File: src/rtl/instr_fetch_unit.sv
`default_nettype none
// ============================================================================
// Module      : instr_fetch_unit
// Description : LEGv8 fetch stage. It holds the PC, fetches words over a
//               req/rdy handshake and presents Instr/OpCode/Cond to control.
//               Optional misaligned-BR trap: define FETCH_ALIGN_CHK_EN.
// Revision    : 1.0 - initial release
// ============================================================================
module instr_fetch_unit #(
    parameter int unsigned       ADDR_W   = 64,
    parameter logic [ADDR_W-1:0] RESET_PC = '0
) (
    input  logic              CLK,
    input  logic              RSTn,
    input  logic [1:0]        PCSrc,
    input  logic [ADDR_W-1:0] BrOffset,
    input  logic [ADDR_W-1:0] RegTarget,
    input  logic              Advance,
    output logic              IMemReq,
    output logic [ADDR_W-1:0] IMemAddr,
    input  logic              IMemRdy,
    input  logic [31:0]       IMemData,
    output logic [ADDR_W-1:0] PC,
    output logic [31:0]       Instr,
    output logic              InstrValid,
    output logic [10:0]       OpCode,
    output logic [3:0]        Cond,
    output logic              AlignFault
);

    typedef enum logic [1:0] {
        S_BOOT  = 2'd0,
        S_FETCH = 2'd1,
        S_ISSUE = 2'd2
`ifdef FETCH_ALIGN_CHK_EN
        ,
        S_HALT  = 2'd3
`endif
    } state_t;

    localparam logic [ADDR_W-1:0] c_pc_step    = ADDR_W'(4);
    localparam logic [ADDR_W-1:0] c_align_mask = ~ADDR_W'(3);

    state_t            state_q, state_d;
    logic [ADDR_W-1:0] pc_q, pc_d;
    logic [31:0]       instr_q, instr_d;
    logic [ADDR_W-1:0] w_next_pc;

`ifdef FETCH_ALIGN_CHK_EN
    logic fault_q, fault_d;
    logic w_misaligned_br;
`endif

    // Both adders wrap modulo 2^ADDR_W; the shift drops the offset's top bits.
    always_comb begin
        w_next_pc = pc_q + c_pc_step;
        case (PCSrc)
            2'b01:   w_next_pc = pc_q + (BrOffset << 2);
            2'b10:   w_next_pc = RegTarget & c_align_mask;
            default: w_next_pc = pc_q + c_pc_step;
        endcase
    end

`ifdef FETCH_ALIGN_CHK_EN
    assign w_misaligned_br = (PCSrc == 2'b10) && (RegTarget[1:0] != 2'b00);
`endif

    always_comb begin
        state_d = state_q;
        pc_d    = pc_q;
        instr_d = instr_q;
`ifdef FETCH_ALIGN_CHK_EN
        fault_d = fault_q;
`endif
        case (state_q)
            S_BOOT: state_d = S_FETCH;
            S_FETCH: begin
                if (IMemRdy) begin
                    instr_d = IMemData;
                    state_d = S_ISSUE;
                end
            end
            S_ISSUE: begin
                if (Advance) begin
`ifdef FETCH_ALIGN_CHK_EN
                    if (w_misaligned_br) begin
                        pc_d    = RegTarget;
                        fault_d = 1'b1;
                        state_d = S_HALT;
                    end else begin
                        pc_d    = w_next_pc;
                        state_d = S_FETCH;
                    end
`else
                    pc_d    = w_next_pc;
                    state_d = S_FETCH;
`endif
                end
            end
`ifdef FETCH_ALIGN_CHK_EN
            S_HALT: state_d = S_HALT;
`endif
            default: state_d = S_BOOT;
        endcase
    end

    always_ff @(posedge CLK) begin
        if (!RSTn) begin
            state_q <= S_BOOT;
            pc_q    <= RESET_PC;
            instr_q <= '0;
`ifdef FETCH_ALIGN_CHK_EN
            fault_q <= 1'b0;
`endif
        end else begin
            state_q <= state_d;
            pc_q    <= pc_d;
            instr_q <= instr_d;
`ifdef FETCH_ALIGN_CHK_EN
            fault_q <= fault_d;
`endif
        end
    end

    assign IMemReq    = (state_q == S_FETCH);
    assign IMemAddr   = pc_q;
    assign PC         = pc_q;
    assign Instr      = instr_q;
    assign InstrValid = (state_q == S_ISSUE);
    assign OpCode     = instr_q[31:21];
    assign Cond       = instr_q[3:0];
`ifdef FETCH_ALIGN_CHK_EN
    assign AlignFault = fault_q;
`else
    assign AlignFault = 1'b0;
`endif

endmodule
`default_nettype wire

File: config.mk
export PLATFORM = sky130hd
export DESIGN_NAME = instr_fetch_unit
export DESIGN_NICKNAME = d
export VERILOG_FILES = /design/src/rtl/instr_fetch_unit.sv
export SDC_FILE = /design/constraint.sdc
export NUM_CORES = 1
export LEC_CHECK = 0
export CORE_AREA = 10 10 149 151
export DETAILED_ROUTE_END_ITERATION = 7
export DIE_AREA = 0 0 159 161
export PLACE_DENSITY = 0.89
export SETUP_SLACK_MARGIN = 0.2
export SYNTH_ARGS = -nofsm -noshare
export SYNTH_HDL_FRONTEND = slang
export SYNTH_SLANG_ARGS = --single-unit
File: constraint.sdc
create_clock -name CLK -period 5.7 [get_ports CLK]
set_input_delay 1.425 -clock CLK [delete_from_list [all_inputs] [get_ports CLK]]
set_output_delay 1.425 -clock CLK [all_outputs]
set_load 0.05 [all_outputs]
; Yosys cells after proc, flatten, opt, wreduce, memory -nomap -nowiden
; Index checks and enable logic that the tools add are counted.
[word_totals]
regBits = 98
in_bits = 166
output_inout_bits = 178
[op_classes]
addsub = 2
n_eq_ne = 6
muxes = 4
n_reduce_logical = 4
[ops]
columns = operator, count
row1 = $pmux W64 S2, 1
row2 = $add A64 B3 Y64 const B, 1
row3 = $add A64 B64 Y64, 1
row4 = $pmux W2 S3, 1
row5 = $reduce_and A2 Y1, 3
row6 = $eq A2 B1 Y1 const B, 2
row7 = $eq A2 B2 Y1 const B, 2
row8 = $mux W2, 2
row9 = $logic_not A2 Y1, 1
row10 = $ne A2 B1 Y1 const B, 1
row11 = $ne A2 B2 Y1 const B, 1

; Longest topological paths before layout
; Gate-level depths: netlist of the first run.
[logic_depth]
ltp_word = 3
mapped_depth = 16

; Worst setup path before layout of the first run
; OpenSTA, ideal clock, no wires.
[synth_timing]
path_kind = in2reg
from = input port PCSrc[0]
to = register pc_q[52] (netlist: IMemAddr[52])
setup_ps = 103
t_arrival_ps = 4497
required_ps = 5597
slack_ps = 1100
stages = 15
path_buffers = 2
cell_sequence = nor2b_1 clkbuf_1 clkbuf_1 and2_1 fa_1 a21oi_2 o21ai_1 a21oi_2 o41ai_2 a221oi_2 o41ai_4 o21a_4 a31oi_4 xnor2_1 a2111oi_2
[synth_between]
elab_chain_len = 2
elab_cells_between_ends = 3
[synth_rtl]
columns = element, line_no
row1 = start: declaration, 15  ; input logic [1:0] PCSrc,
row2 = $eq A2 B2 Y1 or $eq A2 B1 Y1 (tied branches), 57  ; case (PCSrc)
row3 = $pmux W64 S2 (*), 57
row4 = end signal: assignment, 117  ; pc_q <= pc_d;
row5 = end: declaration, 45  ; logic [ADDR_W-1:0] pc_q, pc_d;
; Every way passes the cells marked *; elsewhere a longest branch is shown, timed or not.
; A chain may end at the register's enable or synchronous reset.

; Worst setup path after layout of the first run
[layout_timing]
from = input port PCSrc[0]
to = register pc_q[50] (netlist: IMemAddr[50])
; Same word-level chain as after synthesis.

==> results.md, run 1 <==
* Ant. Diodes at 0
* Setup Skew at approximately 0.014 ns
* Slowest Stage Delay on Critical Path at ~0.63 ns
* WL/cell at roughly 20 microns
* # Post-CTS Setup Buffers at 0
* Reg2Reg Depth at 12
* Power share of the sequential group at about 38%
* Period utilization at ~90%
* MaxCap Viol Count at 0
* Synth Instances at roughly 1200
* Drt pass-1 iters at 5
* EDFF count, synth at 0
* CTS clk-pin slew, worst paths at roughly 0.080 ns
* Die Span X at around 160 microns
* Worst-path cell chain: clkdlybuf4s50_1, nor2b_4, buf_4, and2_1, ha_1, nand2_1, o21ai_1, a21oi_2, o21ai_0, a21oi_1, o21ai_0, a211o_1, xor2_1, nand2_1, a31oi_1
* Min Hold Slack at around 0.46 ns
* Post-route ant nets at 0
* Net count, final at approximately 1600
* Run status: finished clean
* Gate power share at about 30%
* Psw at 669 uW
* Share of the synthesized area in the top cell type at between 20% and 30%
* Initial DRC Count at 605
* Worst hold path type: reg2reg
* Peak VDD IR at around 0.13 mV
* Die area at roughly 26000 sq um
* Number of setup violations in the final report at 0
* Vias/cell at about 5.7
* Critical Path Start Type: input port
* Area after DPL at 11400 sq um
* Core area at 19200 sq um
* Req. time, crit path at between 5 and 6 ns
* Number of buffer and inverter stages on the critical path at 2
* CP Class: in2reg
* Initial Util at ~44%
* IO buf count at approximately 330
* PD cells at roughly 160 nW/um^2
* Num CTS Buffers at 9
* Max-slew violations at 0
* Overall Global Routing Usage at 24.1%
* Via count at 9399
* Asr flop ratio synth at 0%
* # DRC at 0
* Max clock buf depth at 2
* Area grow syn2layout at 38.2%
* Most common cell in the netlist: nand2_1
* Hold path start: Instr[11]$_SDFFE_PN0P_
* Clock power share at about 33%
* Clk_lat worst skew at between 0.3 and 0.4 ns
* Int Power at around 1200 uW
* Crit-path max FO at 24
* Worst Setup End Kind: flip-flop
* Setup TNS at 0 ns
* Global-route wire length before repair at about 51000 microns
* Post-CTS Hold Buffers at 0
* Register area share after synthesis at between 20% and 30%
* Clock sinks at 96
* Final hold vios at 0
* Reg-to-reg critical path endpoint: IMemAddr[50]$_SDFFE_PN0P_
* WHS Path Cells at 2
* Largest net degree at the start of global routing at 68
* R2r startpoint: IMemAddr[2]$_SDFFE_PN0P_
* Leak at around 0.0046 uW
* Synth area leader: dfxtp_1
* Dpl hpwl at between 20000 and 30000 microns
* Hold EP: Instr[11]$_SDFFE_PN0P_
* Most used DFF post-synth: dfxtp_1
* Layout cells sized above 1 at under 10%
* Unique masters post-synth at between 60 and 70
* Worst Max-Slew Pin Slew at 1.23 ns
* Global route total overflow at 0
* CTS tree: yes
* RePlAce Congestion at 0.947
* Slowest CP cell: o21ai_0
* FILL cells at ~1700
* Initial antenna violation count at 1
* Highest Clock Rate at ~200 MHz
* Sw Ratio at a little over a third
* Most frequent cells after synthesis: nand2_1, a21oi_1, dfxtp_1
* Worst Path Arrival at around 5.4 ns
* Cell Area, Synth at approximately 8500 sq um
* Crit path max-delay family: compound AO/OA/AOI/OAI gates
* Vias in the first global route at approximately 9300
* Top post-synthesis cells by area: dfxtp_1, ha_1, nand2_1
* Cell row count at 51
* Design area at ~12000 sq um
* Resize count post-CTS at 0
* Htree depth at 3
* IO Pins at approximately 340
* Root Driver: clkbuf_16
* RSZ-0062 raised after global routing: false
* Yosys warns at 0
* Die H at between 150 and 200 microns
* #FFs+latches synth at 96
* Relative slew slack at between 10% and 20%
* R2R Setup Slk at approximately 2.3 ns
* Final wirelength at around 33000 microns
* Mean post-synth cell area at 7.17 sq um
* Tmin final at about 5 ns
-- through the flow --
| step | total power [uW] | worst slack [ns] | utilization [%] | std cells |
|---|---|---|---|---|
| floorplan | 1070 | 1.10 | - | 1185 |
| global placement | 1280 | 0.357 | 59.4 | 1646 |
| detailed placement | 1290 | 0.269 | 59.4 | 1646 |
| CTS | 1910 | 0.598 | 60.9 | 1662 |
| global route | 1970 | 0.269 | 60.9 | 1662 |
| finish | 1910 | 0.550 | 60.9 | 1662 |
-- worst reg2reg max path, cell delays in order, from the launching register on --
cell     delay [ns]
dfxtp_1        0.41
ha_1           0.22
fa_1           0.24
a21oi_2        0.08
o21ai_1        0.20
a21oi_2        0.11
o21ai_0        0.57
a21oi_1        0.23
o21ai_0        0.63
a211o_1        0.25
xor2_1         0.15
nand2_1        0.07
a31oi_1        0.19
-- state kept, by name, indices dropped and copies added (netlist names) --
name / flops
IMemAddr: 62
Instr: 32
state_q: 2
-- area by class of cell --
type / count / area, sq um / share of cell area [%]
multi-input cells: 918 / 5630 / 48.1
clock buffers: 9 / 225 / 1.92
repair buffers: 349 / 3470 / 29.6
clock inverters: 7 / 62.6 / 0.535
well taps: 265 / 332 / 2.83
inverters: 18 / 67.6 / 0.577
flip-flops and latches: 96 / 1920 / 16.4
-- power groups by stage --
| stage | Sequential (uW) | Combinational [uW] | Clock (uW) |
|---|---|---|---|
| global placement | 729 | 555 | 0 |
| global route | 718 | 600 | 653 |
| floorplan | 800 | 272 | 0 |
| finish | 715 | 565 | 626 |
| detailed placement | 730 | 562 | 0 |
| CTS | 714 | 565 | 631 |
-- metal layers --
layer  global-route usage [%]  vias to the layer above  wire length [microns]
met3                     5.80                       34                   2390
met1                     27.3                     4443                  13300
met4                     5.81                        2                    516
met2                     44.3                      427                  16400
li1                         -                     4493                      -
met5                        0                        -                     13
-- cell families (layout without fill, tap and decap cells) --
group | Yosys count | count (layout) | share of synthesized area [%]
compound gates | 360 | 360 | 27.0
xor+xnor | 54 | 54 | 5.58
fa+ha+maj | 62 | 62 | 9.25
buf+inv | 171 | 383 | 11.3
flops | 96 | 96 | 22.7
mux | 4 | 4 | 0.488
other cells | 1 | 5 | 0.0443
simple gates | 433 | 433 | 23.6
-- cell usage in the layout (no fill, tap or decap), types with 9 or more instances in the layout --
cell type and instances:
nor3_1 15, nand4_1 23, a31oi_1 18, clkdlybuf4s50_1 334
a21o_1 31, ha_1 61, nand2_1 199, and2_1 64
nor2_1 67, xnor2_1 32, a21oi_1 144, o21ai_0 62
clkbuf_16 9, dfxtp_1 96, nand3_1 22, xor2_1 22
and3_1 11, buf_4 14, o211ai_1 9, a311oi_1 22
inv_1 17, o21bai_1 18
-- worst max-delay path by stage --
| stage | startpoint | endpoint | slack [ns] | cells past startpoint |
|---|---|---|---|---|
| floorplan | PCSrc[0] | IMemAddr[52]$_SDFFE_PN0P_ | 1.10 | 15 |
| global route | PCSrc[0] | IMemAddr[50]$_SDFFE_PN0P_ | 0.27 | 15 |
| finish | PCSrc[0] | IMemAddr[50]$_SDFFE_PN0P_ | 0.55 | 15 |
| detailed placement | PCSrc[0] | IMemAddr[50]$_SDFFE_PN0P_ | 0.27 | 15 |
| global placement | PCSrc[0] | IMemAddr[50]$_SDFFE_PN0P_ | 0.36 | 15 |
| CTS | PCSrc[0] | IMemAddr[50]$_SDFFE_PN0P_ | 0.60 | 15 |
Power figures use the tool's default switching activity.
==> run 2, diff against run 1 <==
--- a/config.mk
+++ b/config.mk
@@ -5,11 +5,13 @@
 export SDC_FILE = /design/constraint.sdc
 export NUM_CORES = 1
 export LEC_CHECK = 0
+export CAP_MARGIN = 20
 export CORE_AREA = 10 10 149 151
 export DETAILED_ROUTE_END_ITERATION = 7
 export DIE_AREA = 0 0 159 161
 export PLACE_DENSITY = 0.89
 export SETUP_SLACK_MARGIN = 0.2
+export SLEW_MARGIN = 20
 export SYNTH_ARGS = -nofsm -noshare
 export SYNTH_HDL_FRONTEND = slang
 export SYNTH_SLANG_ARGS = --single-unit
==> results.md, run 2 (synthesis results as in run 1) <==
* Period utilization at approximately nine tenths
* WL/cell at between 15 and 20 microns
* Dpl hpwl at about 26000 microns
* Worst Path Arrival at between 5 and 6 ns
* Crit-path max FO at 24
* Initial antenna violation count at 2
* M1 wire length at between 10000 and 15000 microns
* Met2 Routed Length at roughly 16000 microns
* Post-CTS Hold Buffers at 0
* CTS clk-pin slew, worst paths at roughly 0.080 ns
* Final wirelength at between 30000 and 40000 microns
* Resize count post-CTS at 0
* Num CTS Buffers at 9
* Number of buffer and inverter stages on the critical path at 2
* Clock sinks at between 90 and 100
* Layout cells sized above 1 at a little over 4%
* RSZ-0062 raised after global routing: false
* Met3 routed WL at around 2400 microns
* Post-route ant nets at 0
* Vias/cell at roughly 5.6
* Via count at roughly 9400
* IO buf count at ~330
* Worst Max-Slew Pin Slew at ~0.81 ns
* Worst Setup End Kind: flip-flop
* Top sig layer: met5
* Initial Util at approximately 44%
* Most frequent cells in the layout: clkdlybuf4s50_1, nand2_1, a21oi_1
* Setup ws final at ~0.54 ns
* Power share of the sequential group at a little under two fifths
* Run status: finished clean
* Int Power at 1240 uW
* Global-route wire length before repair at a little over 50000 microns
* Overall Global Routing Usage at about a quarter
* MaxCap Viol Count at 0
* Global route total overflow at 0
* Die H at approximately 160 microns
* RePlAce Congestion at roughly 0.95
* Clock power share at 32.8%
* Vias in the first global route at around 9300
* Net count, final at roughly 1600
* Root Driver: clkbuf_16
* Relative slew slack at between 40 and 50%
* Drt pass-1 iters at 7
* Crit path max-delay family: compound AO/OA/AOI/OAI gates
* Final hold vios at 0
* Worst hold path type: reg2reg
* CTS tree: yes
* Number of setup violations in the final report at 0
* Most common cell after layout, fill and taps aside: clkdlybuf4s50_1
* Sw Ratio at 35.1%
* Cell row count at 51
* IO Pins at between 300 and 400
* Setup Skew at ~0.013 ns
* Tmin final at around 5.2 ns
* Worst-path cell chain: clkdlybuf4s50_1, nor2b_4, buf_4, and2_1, ha_1, nand2_1, o21ai_1, a21oi_2, o21ai_0, a21oi_1, o21ai_0, a211o_1, xor2_1, nand2_1, a31oi_1
* Die Span X at between 150 and 200 microns
* Initial DRC Count at between 600 and 700
* # DRC at 0
* Core area at slightly below 20000 sq um
* Slowest CP cell: o21ai_0
* Max clock buf depth at 2
* Req. time, crit path at 5.99 ns
* CP Class: in2reg
* Htree depth at 3
* PD cells at ~160 nW/um^2
* Setup TNS at 0 ns
* Critical Path Start Type: input port
* Clk_lat worst skew at 0.37 ns
* Slowest Stage Delay on Critical Path at 0.64 ns
* Psw at roughly 670 uW
* Post-Place Setup Slack at ~0.26 ns
* Gate power share at between 20% and 30%
* # Post-CTS Setup Buffers at 0
* Area grow syn2layout at 38.3%
* Peak VDD IR at 0.137 mV
* Die area at ~26000 sq um
* Number of flip-flops in the largest register at 62
* Max-slew violations at 0
* Highest Clock Rate at 194 MHz
* Leak at between 0.004 and 0.005 uW
* Largest net degree at the start of global routing at slightly below 70
run 2: cell count changes in the layout (fill, tap and decap cells not counted), sizes merged:
cell   change
diode      +1
run 2: layout make-up:
type,count,area (sq um)
fillers,1672,7500
clock buffers,9,225
flip-flops and latches,96,1920
clock inverters,7,62.6
diodes,1,2.50
well taps,265,332
multi-input cells,918,5630
repair buffers,349,3470
inverters,18,67.6
run 2: power groups by stage:
stage                     registers (uW)  clock network, uW  logic, uW
after detailed placement             731                  0        562
final                                715                626        565
after floorplan                      800                  0        272
after global routing                 718                648        601
after CTS                            715                634        565
after global placement               729                  0        555
run 2: final timing paths:
check | from | to | slack (ns) | cells past startpoint
max | PCSrc[0] | IMemAddr[50]$_SDFFE_PN0P_ | 0.54 | 15
min reg2reg | Instr[11]$_SDFFE_PN0P_ | Instr[11]$_SDFFE_PN0P_ | 0.46 | 2
max reg2reg | IMemAddr[2]$_SDFFE_PN0P_ | IMemAddr[50]$_SDFFE_PN0P_ | 2.23 | 12
min | Instr[11]$_SDFFE_PN0P_ | Instr[11]$_SDFFE_PN0P_ | 0.46 | 2
run 2: layer usage:
layer,GRT usage (%),vias to the layer above
li1,-,4502
met1,27.1,4419
met2,44.0,410
met3,6.35,53
met4,7.50,2
met5,0,-
run 2: worst reg2reg max path, delay by kind of cell, from the launching register on:
family / cells / cell delay, ns
AO/OA/AOI/OAI: 8 / 2.30
adder cells (fa/ha/maj): 2 / 0.46
flip-flops: 1 / 0.40
XOR/XNOR: 1 / 0.16
AND/OR/NAND/NOR: 1 / 0.07
run 2: metrics by stage:
| stage | utilization (%) | cells | power, uW | hold WS [ns] | area [sq um] |
|---|---|---|---|---|---|
| final | 61.0 | 1663 | 1910 | 0.457 | 11700 |
| after global routing | 61.0 | 1663 | 1970 | 0.478 | 11700 |
| after CTS | 61.0 | 1662 | 1910 | 0.457 | 11700 |
| after detailed placement | 59.5 | 1646 | 1290 | 0.447 | 11400 |
| after global placement | 59.4 | 1646 | 1280 | 0.440 | 11400 |
| after floorplan | - | 1185 | 1070 | 0.521 | 8480 |
==> run 3, diff against run 2 <==
==> constraint.sdc (replaced) <==
create_clock -name CLK -period 5.7 [get_ports CLK]
set_input_delay 1.425 -clock CLK [delete_from_list [all_inputs] [get_ports CLK]]
set_output_delay 1.425 -clock CLK [all_outputs]
set_load 0.1 [all_outputs]
==> results of run 3 <==
Same layout as run 2 (identical final DEF). Status: finished clean.
Main changes from that run: total power 1910 uW -> 2060 uW
